### src/rtl/branch_predict_ctrl.sv
// -----------------------------------------------------------------------------
// branch_predict_ctrl
//
// Branch prediction and mispredict recovery for the 5-stage pipeline.
//  - IF side : predicts direction from a table of 2-bit saturating counters
//              (BHT) indexed by PC[IDX_BITS+1:2] and produces the next PC.
//  - EX side : compares the resolved direction with the prediction carried
//              down the pipe, trains the BHT, and on a mismatch issues a
//              one-cycle Redirect and holds Flush for FLUSH_CYC unstalled
//              cycles.
//
// Ports
//  clk, rst_n         clock (rising edge), asynchronous active-low reset
//  IfPC/IfBranch/IfTarget   IF instruction PC, branch predecode, target
//  PredTaken/PredPC         combinational prediction and next fetch PC
//  Stall                    global stall; freezes EX acceptance and the FSM
//  ExValid/ExBranch/ExTaken/ExPredTaken/ExPC/ExTarget  EX branch resolution
//  Redirect/RedirectPC      registered fetch redirect pulse and corrected PC
//  Flush                    registered squash of IF/ID and ID/EX
//  BranchCnt/MispredCnt     performance counters
//
// Build option
//  BRANCH_PERF_CNT_EN : when defined, BranchCnt/MispredCnt count resolves and
//                       mispredicts (32-bit, wrapping). When undefined both
//                       outputs are tied to zero and no counter flops exist.
// -----------------------------------------------------------------------------
module branch_predict_ctrl #(
  parameter int PC_W      = 32,
  parameter int IDX_BITS  = 4,
  parameter int FLUSH_CYC = 2
) (
  input  logic            clk,
  input  logic            rst_n,
  input  logic [PC_W-1:0] IfPC,
  input  logic            IfBranch,
  input  logic [PC_W-1:0] IfTarget,
  output logic            PredTaken,
  output logic [PC_W-1:0] PredPC,
  input  logic            Stall,
  input  logic            ExValid,
  input  logic            ExBranch,
  input  logic            ExTaken,
  input  logic            ExPredTaken,
  input  logic [PC_W-1:0] ExPC,
  input  logic [PC_W-1:0] ExTarget,
  output logic            Redirect,
  output logic [PC_W-1:0] RedirectPC,
  output logic            Flush,
  output logic [31:0]     BranchCnt,
  output logic [31:0]     MispredCnt
);

  localparam int ENTRIES = 1 << IDX_BITS;

  typedef enum logic {
    ST_IDLE  = 1'b0,
    ST_FLUSH = 1'b1
  } state_e;

  // Saturating 2-bit counter step: up on taken, down on not-taken.
  function automatic logic [1:0] sat_update(input logic [1:0] ctr, input logic taken);
    logic [1:0] res;
    if (taken) begin
      res = (ctr == 2'b11) ? 2'b11 : ctr + 2'b01;
    end else begin
      res = (ctr == 2'b00) ? 2'b00 : ctr - 2'b01;
    end
    return res;
  endfunction

  logic [1:0]          bht_q [ENTRIES];
  logic [1:0]          bht_upd_d;
  state_e              state_q;
  logic [2:0]          flush_cnt_q;
  logic                redirect_q;
  logic [PC_W-1:0]     redirect_pc_q;
  logic                flush_q;

  logic [IDX_BITS-1:0] if_idx_s;
  logic [IDX_BITS-1:0] ex_idx_s;
  logic                resolve_s;
  logic                mispred_s;
  logic                unused_pc_bits;

  assign if_idx_s = IfPC[IDX_BITS+1:2];
  assign ex_idx_s = ExPC[IDX_BITS+1:2];
  // Bits outside the index field do not affect the table lookup.
  assign unused_pc_bits = ^{IfPC[PC_W-1:IDX_BITS+2], IfPC[1:0]};

  // Prediction reads the current (pre-update) counter; no write bypass.
  assign PredTaken = IfBranch & bht_q[if_idx_s][1];
  assign PredPC    = PredTaken ? IfTarget : (IfPC + PC_W'(4));

  // EX resolution is only accepted in IDLE: during a flush EX is wrong-path.
  assign resolve_s = ExValid & ExBranch & ~Stall & (state_q == ST_IDLE);
  assign mispred_s = resolve_s & (ExTaken != ExPredTaken);
  assign bht_upd_d = sat_update(bht_q[ex_idx_s], ExTaken);

  // BHT storage: reset to weakly not-taken, trained on every resolve.
  always_ff @(posedge clk or negedge rst_n) begin
    if (!rst_n) begin
      for (int i = 0; i < ENTRIES; i++) begin
        bht_q[i] <= 2'b01;
      end
    end else if (resolve_s) begin
      bht_q[ex_idx_s] <= bht_upd_d;
    end
  end

  // Mispredict recovery FSM with registered Redirect/RedirectPC/Flush.
  always_ff @(posedge clk or negedge rst_n) begin
    if (!rst_n) begin
      state_q       <= ST_IDLE;
      flush_cnt_q   <= 3'd0;
      redirect_q    <= 1'b0;
      redirect_pc_q <= {PC_W{1'b0}};
      flush_q       <= 1'b0;
    end else begin
      case (state_q)
        ST_IDLE: begin
          if (mispred_s) begin
            state_q       <= ST_FLUSH;
            flush_cnt_q   <= 3'(FLUSH_CYC - 1);
            redirect_q    <= 1'b1;
            redirect_pc_q <= ExTaken ? ExTarget : (ExPC + PC_W'(4));
            flush_q       <= 1'b1;
          end else begin
            redirect_q <= 1'b0;
            flush_q    <= 1'b0;
          end
        end
        ST_FLUSH: begin
          redirect_q <= 1'b0;
          // Stall freezes both Flush and the remaining count.
          if (!Stall) begin
            if (flush_cnt_q == 3'd0) begin
              state_q <= ST_IDLE;
              flush_q <= 1'b0;
            end else begin
              flush_cnt_q <= flush_cnt_q - 3'd1;
              flush_q     <= 1'b1;
            end
          end else begin
            flush_q <= 1'b1;
          end
        end
        default: begin
          state_q     <= ST_IDLE;
          flush_cnt_q <= 3'd0;
          redirect_q  <= 1'b0;
          flush_q     <= 1'b0;
        end
      endcase
    end
  end

  assign Redirect   = redirect_q;
  assign RedirectPC = redirect_pc_q;
  assign Flush      = flush_q;

`ifdef BRANCH_PERF_CNT_EN
  logic [31:0] branch_cnt_q;
  logic [31:0] mispred_cnt_q;

  // Performance counters; free-running and wrapping at 2**32.
  always_ff @(posedge clk or negedge rst_n) begin
    if (!rst_n) begin
      branch_cnt_q  <= 32'd0;
      mispred_cnt_q <= 32'd0;
    end else begin
      if (resolve_s) begin
        branch_cnt_q <= branch_cnt_q + 32'd1;
      end
      if (mispred_s) begin
        mispred_cnt_q <= mispred_cnt_q + 32'd1;
      end
    end
  end

  assign BranchCnt  = branch_cnt_q;
  assign MispredCnt = mispred_cnt_q;
`else
  assign BranchCnt  = 32'd0;
  assign MispredCnt = 32'd0;
`endif

endmodule

### config.mk
export PLATFORM = sky130hd
export DESIGN_NAME = branch_predict_ctrl
export DESIGN_NICKNAME = d
export VERILOG_FILES = /design/src/rtl/branch_predict_ctrl.sv
export SDC_FILE = /design/constraint.sdc
export NUM_CORES = 1
export LEC_CHECK = 0
export ABC_AREA = 0
export BUFFER_PORTS_ARGS = -buffer_cell sky130_fd_sc_hd__buf_4
export CELL_PAD_IN_SITES_DETAIL_PLACEMENT = 1
export CELL_PAD_IN_SITES_GLOBAL_PLACEMENT = 1
export CORE_ASPECT_RATIO = 1.75
export CORE_MARGIN = 4
export CORE_UTILIZATION = 30
export DETAILED_ROUTE_END_ITERATION = 7
export PLACE_DENSITY = 0.76
export SLEW_MARGIN = 20
export SYNTH_ARGS = -nofsm -noshare
export SYNTH_HDL_FRONTEND = slang
export SYNTH_SLANG_ARGS = --single-unit
export TNS_END_PERCENT = 1
### constraint.sdc
create_clock -name clk -period 2 [get_ports clk]
set_input_delay 0.2 -clock clk [delete_from_list [all_inputs] [get_ports clk]]
set_output_delay 0.2 -clock clk [all_outputs]
set_load 0.05 [all_outputs]
Word level (Yosys, flattened, before mapping)
Cells that the tools add are included.
Word-level totals
  bits in registers: 69
  input port bits: 136
Operators by class
  add/subtract/negate cells: 5
  $lt $le $gt $ge: 3
  equal/unequal tests: 5
  multiplexer cells: 23
  bitwise gates (word level): 9
  reduce and logical (&&, ||, !) cells: 5
Operator list (number)
  $add A32 B3 Y32 const B: 2
  $mux W32: 2
  $bwmux W32: 1
  $bmux W2 S4: 2
  $mux W2: 8
  $ge A5 B5 Y1 const B: 2
  $not A4 Y5: 2
  $mux W3: 3
  $demux W2 S4: 1
  $ne A2 B2 Y1 const B: 3
  $pmux W3 S2: 1
  $and A1 B1 Y1: 5
  $lt A5 B1 Y1 const B: 1
  $pmux W1 S2: 2
  $logic_not A3 Y1: 1
  $mux W1: 3
  $reduce_and A3 Y1: 1
  $sub A3 B1 Y3 const B: 1
  $add A2 B1 Y2 const B: 1
  $eq A2 B2 Y1 const B: 1
  $logic_not A2 Y1: 1
  $not A1 Y1: 2
  $reduce_and A2 Y1: 1
  $sub A2 B1 Y2 const B: 1
  other kinds (2): 2

Logic depth before layout (Yosys ltp)
  depth in word-level cells: 8
  mapped depth: 7
  mapped depth without buffers: 7

Worst setup path after synthesis
OpenSTA, ideal clock, no wires.
  path type: input to output
  start: input IfPC[2]
  end: output PredPC[12]
  data arrival time: 2.511 ns
  data required time: 1.800 ns
  setup slack: -0.711 ns
  cell stages on the path: 7
  path buffers: 2
  cell sequence: buf_2 mux4_2 mux4_2 nand2_2 buf_4 nor2_1 a31oi_1
On the way
  longest elaborated chain between the ends: 6
RTL lines
  start, declared: line 34  | input logic [PC_W-1:0] IfPC,
  branches (longest 5 deep; another with $add A32 B3 Y32)
  $mux W32 *: line 92  | assign PredPC = PredTaken ? IfTarget : (IfPC + PC_W'(4));
  end, declared: line 38  | output logic [PC_W-1:0] PredPC,
Every way passes the cells marked *. The select of a mux whose other input is x is not followed.

Final worst setup path
  start: register bht_q[25] (netlist name)
  end: output PredPC[11]
On the way
  longest elaborated chain between the ends: 5
RTL lines
  start, declared: line 71  | logic [1:0] bht_q [ENTRIES];
  start signal, assigned by index: line 106  | bht_q[ex_idx_s] <= bht_upd_d;
  $bmux W2 S4: line 91  | assign PredTaken = IfBranch & bht_q[if_idx_s][1];
  $mux W2 (implied by the code) (2 in series): line 91
  $and A1 B1 Y1: line 91
  $mux W32: line 92
No other way between the ends. The select of a mux whose other input is x is not followed.

==> results.sh <==
export IMPL_run_status="finished, violations left"
export IMPL_violations="negative setup slack"
export IMPL_period_share=1.336
export IMPL_hold_viol=0
export IMPL_use_met1=0.1895
export IMPL_maxClockFrequency_ghz=0.3743
export IMPL_peakVddDrop_uv=981.6
export IMPL_drv_slew=0
export IMPL_critPathLaunchType="register"
export IMPL_synth_seq_cells=69
export IMPL_synth_top_area_share=0.2451
export IMPL_worstPathMaxFanout=7
export IMPL_cts_root_buf="clkbuf_16"
export IMPL_dr_pass1_iters=4
export IMPL_vias=5601
export IMPL_grt_use_met3=0.05068
export IMPL_area_growth_synth_to_final_pct=57.93
export IMPL_cts_tree="yes"
export IMPL_cts_buffers_inserted=9
export IMPL_leakagePower_nw=3.946
export IMPL_synth_cells=616
export IMPL_synth_area_leader_cell="dfrtp_1"
export IMPL_setup_violations=65
export IMPL_met2_usage=0.3863
export IMPL_die_h_um=185.7
export IMPL_clockBufferDepth=2
export IMPL_die_w_um=109.5
export IMPL_synth_compound_area_share=0.1066
export IMPL_portBuffers=202
export IMPL_multi_input_area_mm2=0.003641
export IMPL_fin_crit_ps=2672
export IMPL_synth_fa_ha_area_frac=0.02035
export IMPL_boundaryPins=267
export IMPL_row_count=64
export IMPL_synth_warnings=0
export IMPL_totalWireLength_um=20670
export IMPL_routedWlPerCell_um=18.44
export IMPL_num_fill_cells=2054
export IMPL_async_flop_share=1.000
export IMPL_antenna_cells=0
export IMPL_setup_worst_path_end_class="output pin"
export IMPL_ant_nets=0
export IMPL_critPathRequiredTime_ps=1800
export IMPL_gp_congestion=0.8820
export IMPL_dieArea_mm2=0.02033
export IMPL_cp_arrival_ps=2470
export IMPL_synth_xor_area_frac=0.07447
export IMPL_placed_cells=1096
export IMPL_slew_headroom=0.6592
export IMPL_synthMuxAreaShare=0.1478
export IMPL_finalNetCount=1028
export IMPL_syn_area_per_cell_um2=8.783
export IMPL_drive_gt1_frac=0.4697
export IMPL_regArea_mm2=0.001747
export IMPL_synth_area_leaders="dfrtp_1, buf_4, dfstp_2, mux2_2, mux4_2"
export IMPL_synth_simple_area_share=0.2026
export IMPL_grt_pass1_wl_um=32060
export IMPL_path_class="reg -> out"
export IMPL_clk_latency_ps=330
export IMPL_tightest_slew_ps=511.2
export IMPL_synth_top_family_by_area="simple AND/OR/NAND/NOR gates"
export IMPL_core_area_mm2=0.01762
export IMPL_powerDensity_mw_per_mm2=879.8
export IMPL_initial_core_util=0.3071
export IMPL_maxCapViolCount=0
export IMPL_htreeDepth=3
export IMPL_clkSlewWorstSetupHoldPaths_ps=60
export IMPL_gr_usage_all_layers=0.2018
export IMPL_clock_sinks=69
export IMPL_antenna_found_initial=0
export IMPL_mostFrequentLayoutCells="buf_4, nand2_1, conb_1, dfrtp_1, o21ai_0"
export IMPL_grt_pass1_vias=6172
export IMPL_rsz0062_at_grt="yes"
export IMPL_fin_ws_ps=-671.7
export IMPL_yosysSeqAreaShare=0.3228
export IMPL_dp_hpwl_um=16420
export IMPL_utilization=0.4850
export IMPL_grt_max_degree=51
export IMPL_drc=0
export IMPL_clock_skew_ps=6.467
export IMPL_final_common_cell="buf_4"
export IMPL_syn_area_mm2=0.005410
export IMPL_synth_edf_count=0
export IMPL_synthDistinctLibCells=48
export IMPL_hold_slack_ps=157.8
export IMPL_stdcell_count=1121
export IMPL_top_usage_layer="met2"
export IMPL_gr_total_overflow=0
export IMPL_worstHoldPathType="in -> reg"
export IMPL_via_per_inst=4.996
export IMPL_dr_first_iter_drc_count=99
export IMPL_synth_ff_type="dfrtp_1"
## kinds of logic (layout without fill, tap and decap cells)
family | after synthesis | after routing
muxes | 59 | 59
and+or+nand+nor | 221 | 221
buffers and inverters | 109 | 320
AOI/OAI and AO/OA | 102 | 102
xor gates and xnor gates | 46 | 46
other | 1 | 64
DFF | 69 | 69
adders and majority gates | 9 | 9
## critical path: stages, from the launching register on
cell and delay, ps:
dfrtp_1 390, mux4_2 470, mux4_2 530, nand2_8 140
buf_12 130, buf_12 120, nor2_2 50, a21oi_4 130
buf_8 160
## layer usage
metal  vias up  wire length (um)
met5         -                 0
met4         0              1013
met3        67              1850
met2       275             11200
met1      2672              6606
li1       2587                 -
## power by group
group | switching, mW | total, mW | internal (mW)
clock | 0.605 | 1.89 | 1.29
combinational | 2.37 | 3.54 | 1.17
sequential | 0.239 | 2.09 | 1.85
## state kept, by name (all words and copies together) (netlist names)
signal and flops:
Flush 1, flush_cnt_q 3, Redirect 1, bht_q 32, RedirectPC 32
## final timing paths
kind	start	endpoint	slack, ps	cells after the start
worst max-delay path	bht_q[25]	PredPC[11]	-670	8
worst min-delay path	ExPC[1]	RedirectPC[1]	160	3
worst max register to register	bht_q[1]	bht_q[27]	-230	7
worst min register to register	RedirectPC[2]	RedirectPC[2]	480	2
max in group asynchronous	rst_n	bht_q[20]	970	3
min in group asynchronous	rst_n	RedirectPC[30]	370	2
## stage by stage
stage	power (mW)	setup slack [ps]	TNS, ps	area (um2)
6_report	7.517	-671.7	-26990	8544
5_1_grt	7.919	-729.2	-31770	8544
4_1_cts	7.594	-713.6	-29860	8501
3_5_place_dp	5.600	-378.2	-16550	7833
3_3_place_gp	5.524	-336.3	-14330	7833
2_1_floorplan	4.483	-173.0	-4678	6023
## synth_stat cells (2+ instances only)
library cell	n
and3_1	16
mux2i_1	9
nor2_1	44
nor2b_1	2
xor2_1	20
a31oi_1	2
buf_2	11
o21ai_0	37
buf_1	4
dfstp_2	16
maj3_2	2
nand2b_1	5
xnor2_1	26
buf_4	65
mux2_2	37
a21oi_1	42
a21boi_0	3
nand4_1	13
a22o_1	2
and4_1	8
nor4_1	12
nor3_1	19
nand2_1	67
and2_1	5
o31ai_1	6
nand3_1	20
mux4_2	13
ha_1	7
inv_1	16
o31a_1	3
clkbuf_1	12
or4_1	2
dfrtp_1	53
a22oi_1	3
## final cells by class
class,count,area share
sequential,69,0.2044
clock inverter,5,0.01245
timing repair buffer,288,0.2861
tap,231,0.03383
clock buffer,11,0.02958
multi-input combinational,501,0.4261
inverter,16,0.007468
## repair_timing
| item | 4_1_cts | 5_1_grt |
|---|---|---|
| endpoints found under the setup margin | 65 | 65 |
| hold endpoints to repair | 28 | 0 |
| resized for setup | 58 | 16 |
| hold buffers | 1 | 0 |
| cloned | 1 | 0 |
| setup buffers | 7 | 3 |
| pin swaps | 1 | 1 |
Note: power is estimated with default switching activity, not from simulation.
